<file path="src/rtl/mem_stage.sv">
// Memory-access stage: issues loads/stores over a req/valid handshake, stalls the
// front end while an access is outstanding, forwards load data into stores and owns MEM/WB.
module mem_stage #(
    parameter int ADDR_W = 16
) (
    input  logic              clk,
    input  logic              rst,
    input  logic              rf_write,
    input  logic              dm_write,
    input  logic              memtoreg,
    input  logic [15:0]       result,
    input  logic [15:0]       rf_data_out2,
    input  logic [3:0]        rf_read_reg2,
    input  logic [3:0]        rf_write_reg,
    output logic              mem_req,
    output logic              mem_we,
    output logic [ADDR_W-1:0] mem_addr,
    output logic [15:0]       mem_wdata,
    input  logic [15:0]       mem_rdata,
    input  logic              mem_valid,
    output logic              stall,
    output logic              rf_write_out,
    output logic              memtoreg_out,
    output logic [3:0]        rf_write_reg_out,
    output logic [15:0]       result_out,
    output logic [15:0]       mem_data_out,
    output logic [15:0]       wb_data
);

    typedef enum logic {S_IDLE = 1'b0, S_WAIT = 1'b1} state_t;

    state_t      state_q, state_d;
    logic        mem_op, fwd, capture_alu, capture_mem;
    logic [15:0] st_data;

    // Instruction fields held across the access so EX/MEM can change underneath us
    logic        lat_rf_write_q, lat_memtoreg_q;
    logic [3:0]  lat_dest_q;
    logic [15:0] lat_result_q;

    logic        rf_write_out_q, memtoreg_out_q;
    logic [3:0]  rf_write_reg_out_q;
    logic [15:0] result_out_q, mem_data_out_q;

    assign mem_op  = memtoreg | dm_write;
    assign fwd     = dm_write & rf_write_out_q & memtoreg_out_q &
                     (rf_write_reg_out_q == rf_read_reg2) & (rf_read_reg2 != 4'd0);
    assign st_data = fwd ? mem_data_out_q : rf_data_out2;

    always_ff @(posedge clk) begin
        if (rst) state_q <= S_IDLE;
        else     state_q <= state_d;
    end

    always_comb begin
        state_d = state_q;
        case (state_q)
            S_IDLE:  if (mem_op)    state_d = S_WAIT;
            S_WAIT:  if (mem_valid) state_d = S_IDLE;
            default:                state_d = S_IDLE;
        endcase
    end

    always_comb begin
        mem_req     = 1'b0;
        mem_we      = 1'b0;
        mem_addr    = '0;
        mem_wdata   = '0;
        stall       = 1'b0;
        capture_alu = 1'b0;
        capture_mem = 1'b0;
        if (!rst) begin
            case (state_q)
                S_IDLE: begin
                    if (mem_op) begin
                        mem_req   = 1'b1;
                        mem_we    = dm_write;
                        mem_addr  = ADDR_W'(result);
                        mem_wdata = st_data;
                        stall     = 1'b1;
                    end else begin
                        capture_alu = 1'b1;
                    end
                end
                S_WAIT: begin
                    stall       = ~mem_valid;
                    capture_mem = mem_valid;
                end
                default: ;
            endcase
        end
    end

    always_ff @(posedge clk) begin
        if (rst) begin
            lat_rf_write_q <= 1'b0;
            lat_memtoreg_q <= 1'b0;
            lat_dest_q     <= '0;
            lat_result_q   <= '0;
        end else if (mem_req) begin
            lat_rf_write_q <= rf_write;
            lat_memtoreg_q <= memtoreg;
            lat_dest_q     <= rf_write_reg;
            lat_result_q   <= result;
        end
    end

    // MEM/WB: pass-through for ALU ops, completed access on mem_valid, bubble otherwise
    always_ff @(posedge clk) begin
        if (rst || !(capture_alu || capture_mem)) begin
            rf_write_out_q     <= 1'b0;
            memtoreg_out_q     <= 1'b0;
            rf_write_reg_out_q <= '0;
            result_out_q       <= '0;
            mem_data_out_q     <= '0;
        end else if (capture_alu) begin
            rf_write_out_q     <= rf_write;
            memtoreg_out_q     <= memtoreg;
            rf_write_reg_out_q <= rf_write_reg;
            result_out_q       <= result;
            mem_data_out_q     <= '0;
        end else begin
            rf_write_out_q     <= lat_rf_write_q;
            memtoreg_out_q     <= lat_memtoreg_q;
            rf_write_reg_out_q <= lat_dest_q;
            result_out_q       <= lat_result_q;
            mem_data_out_q     <= lat_memtoreg_q ? mem_rdata : 16'h0000;
        end
    end

    assign rf_write_out     = rf_write_out_q;
    assign memtoreg_out     = memtoreg_out_q;
    assign rf_write_reg_out = rf_write_reg_out_q;
    assign result_out       = result_out_q;
    assign mem_data_out     = mem_data_out_q;
    assign wb_data          = memtoreg_out_q ? mem_data_out_q : result_out_q;

endmodule
</file>
<file path="config.mk">
export PLATFORM = sky130hd
export DESIGN_NAME = mem_stage
export DESIGN_NICKNAME = d
export VERILOG_FILES = /design/src/rtl/mem_stage.sv
export SDC_FILE = /design/constraint.sdc
export NUM_CORES = 1
export LEC_CHECK = 0
export CAP_MARGIN = 5
export CORE_MARGIN = 2
export CORE_UTILIZATION = 34
export CTS_CLUSTER_SIZE = 24
export DETAILED_ROUTE_END_ITERATION = 8
export HOLD_SLACK_MARGIN = 0.08
export PLACE_DENSITY = 0.82
export SLEW_MARGIN = 20
export SYNTH_ARGS = -nofsm -noshare
export SYNTH_HDL_FRONTEND = slang
export SYNTH_SLANG_ARGS = --single-unit
</file>
<file path="constraint.sdc">
create_clock -name clk -period 1.62 [get_ports clk]
set_input_delay 0.243 -clock clk [delete_from_list [all_inputs] [get_ports clk]]
set_output_delay 0.243 -clock clk [all_outputs]
set_load 0.02 [all_outputs]
</file>
# Word level (Yosys, flattened, before mapping)
# Index checks and enable logic that the tools add are counted.
# totals
out_inout_bits,89
reg_bits,61
# op_classes
n_mux,27
eq_ne,1
bitwise_logic,8
n_reduce_logical,5
# op_table
cell,count
16-bit two-way mux,9
1-bit two-way mux,15
1-bit bitwise AND,4
4-bit equality test,1
4-bit two-way mux,1
1-bit one-hot mux with 2 select lines,2
4-bit nonzero test,1
1-bit NOT,3
3-bit OR reduction,1
1-bit logical OR,2
1-bit logical NOT,1
1-bit OR,1

# Longest topological paths before layout
# logic_depth
word_depth,8
depth_mapped,7
ltp_nobuf,5

# Worst setup path after synthesis
# OpenSTA, ideal clock, no wires.
# synth_path
path_kind,register to output
start,reg memtoreg_out_q (netlist: memtoreg_out)
end,out mem_wdata[10]
path_slack_ps,-393
arrival_time_ps,1770
stages_incl_launch_ff,7
cell_sequence,dfxtp_1 -> buf_4 -> nand3_2 -> nor4_4 -> buf_2 -> nand3_1 -> a21oi_1
# synth_via
elab_chain_cells,7
# synth_rtl
item,line,text
"start, declared",41,"logic rf_write_out_q, memtoreg_out_q;"
"start signal, assigned",118,memtoreg_out_q <= memtoreg;
"start signal, assigned",124,memtoreg_out_q <= lat_memtoreg_q;
1-bit bitwise AND (2 in a row),46,assign fwd = dm_write & rf_write_out_q & memtoreg_out_q &
1-bit bitwise AND,47,(rf_write_reg_out_q == rf_read_reg2) & (rf_read_reg2 != 4'd0);
16-bit two-way mux,48,assign st_data = fwd ? mem_data_out_q : rf_data_out2;
16-bit two-way mux,75,if (mem_op) begin
16-bit two-way mux,73,case (state_q)
16-bit two-way mux,72,if (!rst) begin
"end, declared",18,"output logic [15:0] mem_wdata,"
# Every way passes these cells.

# Worst setup path after layout
# layout_path
start,reg rf_write_reg_out_q[2] (netlist: rf_write_reg_out[2])
end,out mem_wdata[10]
# layout_via
elab_chain_cells,7
# layout_rtl
item,line,text
"start, declared",42,logic [3:0] rf_write_reg_out_q;
"start signal, assigned",119,rf_write_reg_out_q <= rf_write_reg;
"start signal, assigned",125,rf_write_reg_out_q <= lat_dest_q;
4-bit equality test,47,
1-bit bitwise AND,46,
1-bit bitwise AND,47,
16-bit two-way mux,48,
16-bit two-way mux,75,
16-bit two-way mux,73,
16-bit two-way mux,72,
# Every way passes these cells.

==> reports/results.ini <==
[grt]
grt_usage_pct = 25.1
first_global_vias = 3204
antenna_found_initial = 0
grt_overflow = 0
grt_first_pass_wirelength_um = 16400
grt_max_degree = 29

[route]
via_per_inst = 5.00
drt_iter0_drc = 92
drc = 0
wl_per_cell_um = 17.2
drtPass1Iterations = 4
ant_nets = 0
drt_wl_total_um = 11200
vias = 3257

[floorplanning]
io_pins = 151
start_util_pct = 34.7
dieHeight_um = 92.1
core_region_area_sq_mm = 0.00761
dieWidth_um = 92.1
rows = 32
dieArea_sq_mm = 0.00847

[power]
power_density_mw_per_mm2 = 706
p_leak_nw = 2.72
ir_drop_mv = 0.467

[clock_tree]
clk_pin_slew_ps = 70
cts_buffers = 9
clk_path_buf_depth = 2
clock_sinks = 61
root_buffer = clkbuf_8
clk_latency_ps = 340
h-tree-depth = 3
cts_hold_buf = 0
cts_tree = yes

[job]
drv_cap = 0

[synthesis]
synth_cell_type_count = 29
synth.area.mux_share_pct = 6.83
synth_area_sq_mm = 0.00264
synthSimpleGateAreaFrac_pct = 24.7
synthArstFlopShare_pct = 0
ys_warn_count = 0
yosys.area_share.xor_xnor_pct = 0.997
synth_adder_area_share_pct = 0
synth.yosys.seq_area_share_pct = 46.3
synthFlopType = dfxtp_1
avgSynthCellArea_sq_um = 7.89
syn_nets = 396
ys_ff_latch = 61
synth-compound-area-share_pct = 14.6
synth-edff-count = 0
synth_top_family_by_area = simple AND/OR/NAND/NOR gates
syn_inst = 334

[sta]
timing.final.hold_violations = 0
rsz0062_at_grt = true
max_slew_margin_pct = 79.6
finalClockSkew_ps = 7.27
setup_viol = 41
hold_ws_ps = 417
finalCriticalPeriod_ps = 2260
fin_crit_sh_pct = 139
fmax_ghz = 0.443
tightestPinTransition_ps = 306
maxSlewViolCount = 0
fin_ws_ps = -637

[setup_path]
worstPathMaxFanout = 8
slowest_delay_ps = 600
cp.required_ps = 1380
timing.critical_path.cells = xor2_2 -> or4_4 -> buf_16 -> o21ai_4 -> a21oi_4 -> buf_6
crit_family = simple AND/OR/NAND/NOR gates
worstPathArrival_ps = 2010
critical_path_class = reg2out
cp-end-kind = output port
critPathBufInv = 2
crit_path_top_delay_cell = or4_4
crit_path_start_kind = flop

[placed_design]
portBuffers = 150
placed_cell_area_sq_mm = 0.00491
hpwl_um = 7360
gp_congestion = 0.807

[cells_and_area]
n_antenna_cell = 0
syn2layout_area_growth_pct = 121
final_common_cell = nand2_1
final_nets = 607
final_area_sq_mm = 0.00584
mostFrequentLayoutCells = nand2_1, clkdlybuf4s50_1, dfxtp_1
drive_gt1_share_pct = 46.0

[outcome]
violations = negative setup slack
status = finished with violations

[worst_hold_path]
hold_path.class = in2reg

==> report_power, final <==
group / internal, mW / switching, mW / leakage, nW
registers: 1.55 / 0.0341 / 0.499
clock network: 1.00 / 0.599 / 0.119
logic: 0.488 / 0.450 / 2.10
==> cell usage after synthesis (2+ instances only) <==
master / number / area (sq um)
nor2_1: 2 / 7.51
inv_1: 18 / 67.6
and2_1: 16 / 100
buf_2: 6 / 30.0
nand2_1: 87 / 327
xor2_1: 3 / 26.3
mux2_2: 16 / 180
o21ai_1: 10 / 50.1
dfxtp_1: 61 / 1220
and3b_1: 2 / 17.5
a21oi_1: 54 / 270
nand3b_1: 5 / 37.5
clkbuf_1: 15 / 56.3
o21ai_0: 8 / 40.0
nand3_1: 16 / 80.1
nor3_1: 2 / 10.0
==> sequential cells by signal (all words and copies together) (netlist names) <==
| name | flops |
|---|---|
| rf_write_out | 1 |
| mem_data_out | 16 |
| memtoreg_out | 1 |
| rf_write_reg_out | 4 |
| lat_rf_write_q | 1 |
| lat_memtoreg_q | 1 |
| state_q | 1 |
| result_out | 16 |
| lat_result_q | 16 |
| lat_dest_q | 4 |
==> worst reg2reg max path, cell delays in order (launching register included) <==
cell	delay (ps)
dfxtp_2	360
buf_6	110
buf_4	110
nand2_1	110
buf_4	170
a21o_1	180
buf_12	160
a21oi_1	200
==> metrics by stage <==
stage | total power [mW] | std cells | TNS [ps] | setup slack (ps) | util [%]
6_report | 4.12 | 652 | -11110 | -637 | 76.7
4_1_cts | 4.02 | 643 | -11930 | -615 | 71.4
2_1_floorplan | 1.93 | 334 | -2730 | -194 | -
5_1_grt | 4.25 | 652 | -13420 | -734 | 76.7
3_5_place_dp | 2.39 | 614 | -47750 | -1120 | 64.5
3_3_place_gp | 2.37 | 614 | -45070 | -1050 | 64.5
==> timing repair <==
item                                    in CTS  in global routing
endpoints found under the setup margin      87                 82
gates resized for setup                    348                104
gates cloned                                 4                  0
pin swaps                                   14                 25
setup buffers                                9                 13
==> layout make-up <==
type	instances	area, sq um
Multi-Input combinational cell	232	1880
Timing Repair Buffer	223	2290
Clock buffer	13	170
Sequential cell	61	1240
Tap cell	102	128
Clock inverter	3	65.1
Inverter	18	67.6
Fill cell	496	1770
==> worst paths after layout <==
| check | start | endpoint | slack (ps) | cells past startpoint |
|---|---|---|---|---|
| setup / recovery | rf_write_reg_out[2] | mem_wdata[10] | -640 | 6 |
| hold / removal | memtoreg | lat_memtoreg_q | 420 | 3 |
| setup reg to reg | state_q | result_out[6] | 130 | 7 |
| hold reg to reg | lat_result_q[12] | result_out[12] | 450 | 2 |
==> cell families (layout without fill, tap and decap cells) <==
logic type,after synthesis,in the layout
compound gates,75,75
xor+xnor,3,3
buf+inv,41,257
flops,61,61
mux,16,16
simple gates,138,138
==> per-layer routing <==
metal | vias to the layer above | wire [um] | part of all wire, % | global-route usage (%)
li1 | 1531 | - | - | -
met1 | 1566 | 4210 | 37 | 27.1
met2 | 137 | 6200 | 55 | 46.0
met3 | 23 | 632 | 5.6 | 6.33
met5 | - | 0 | 0 | 0
met4 | 0 | 199 | 1.8 | 11.4
(Power assumes the default switching activity.)
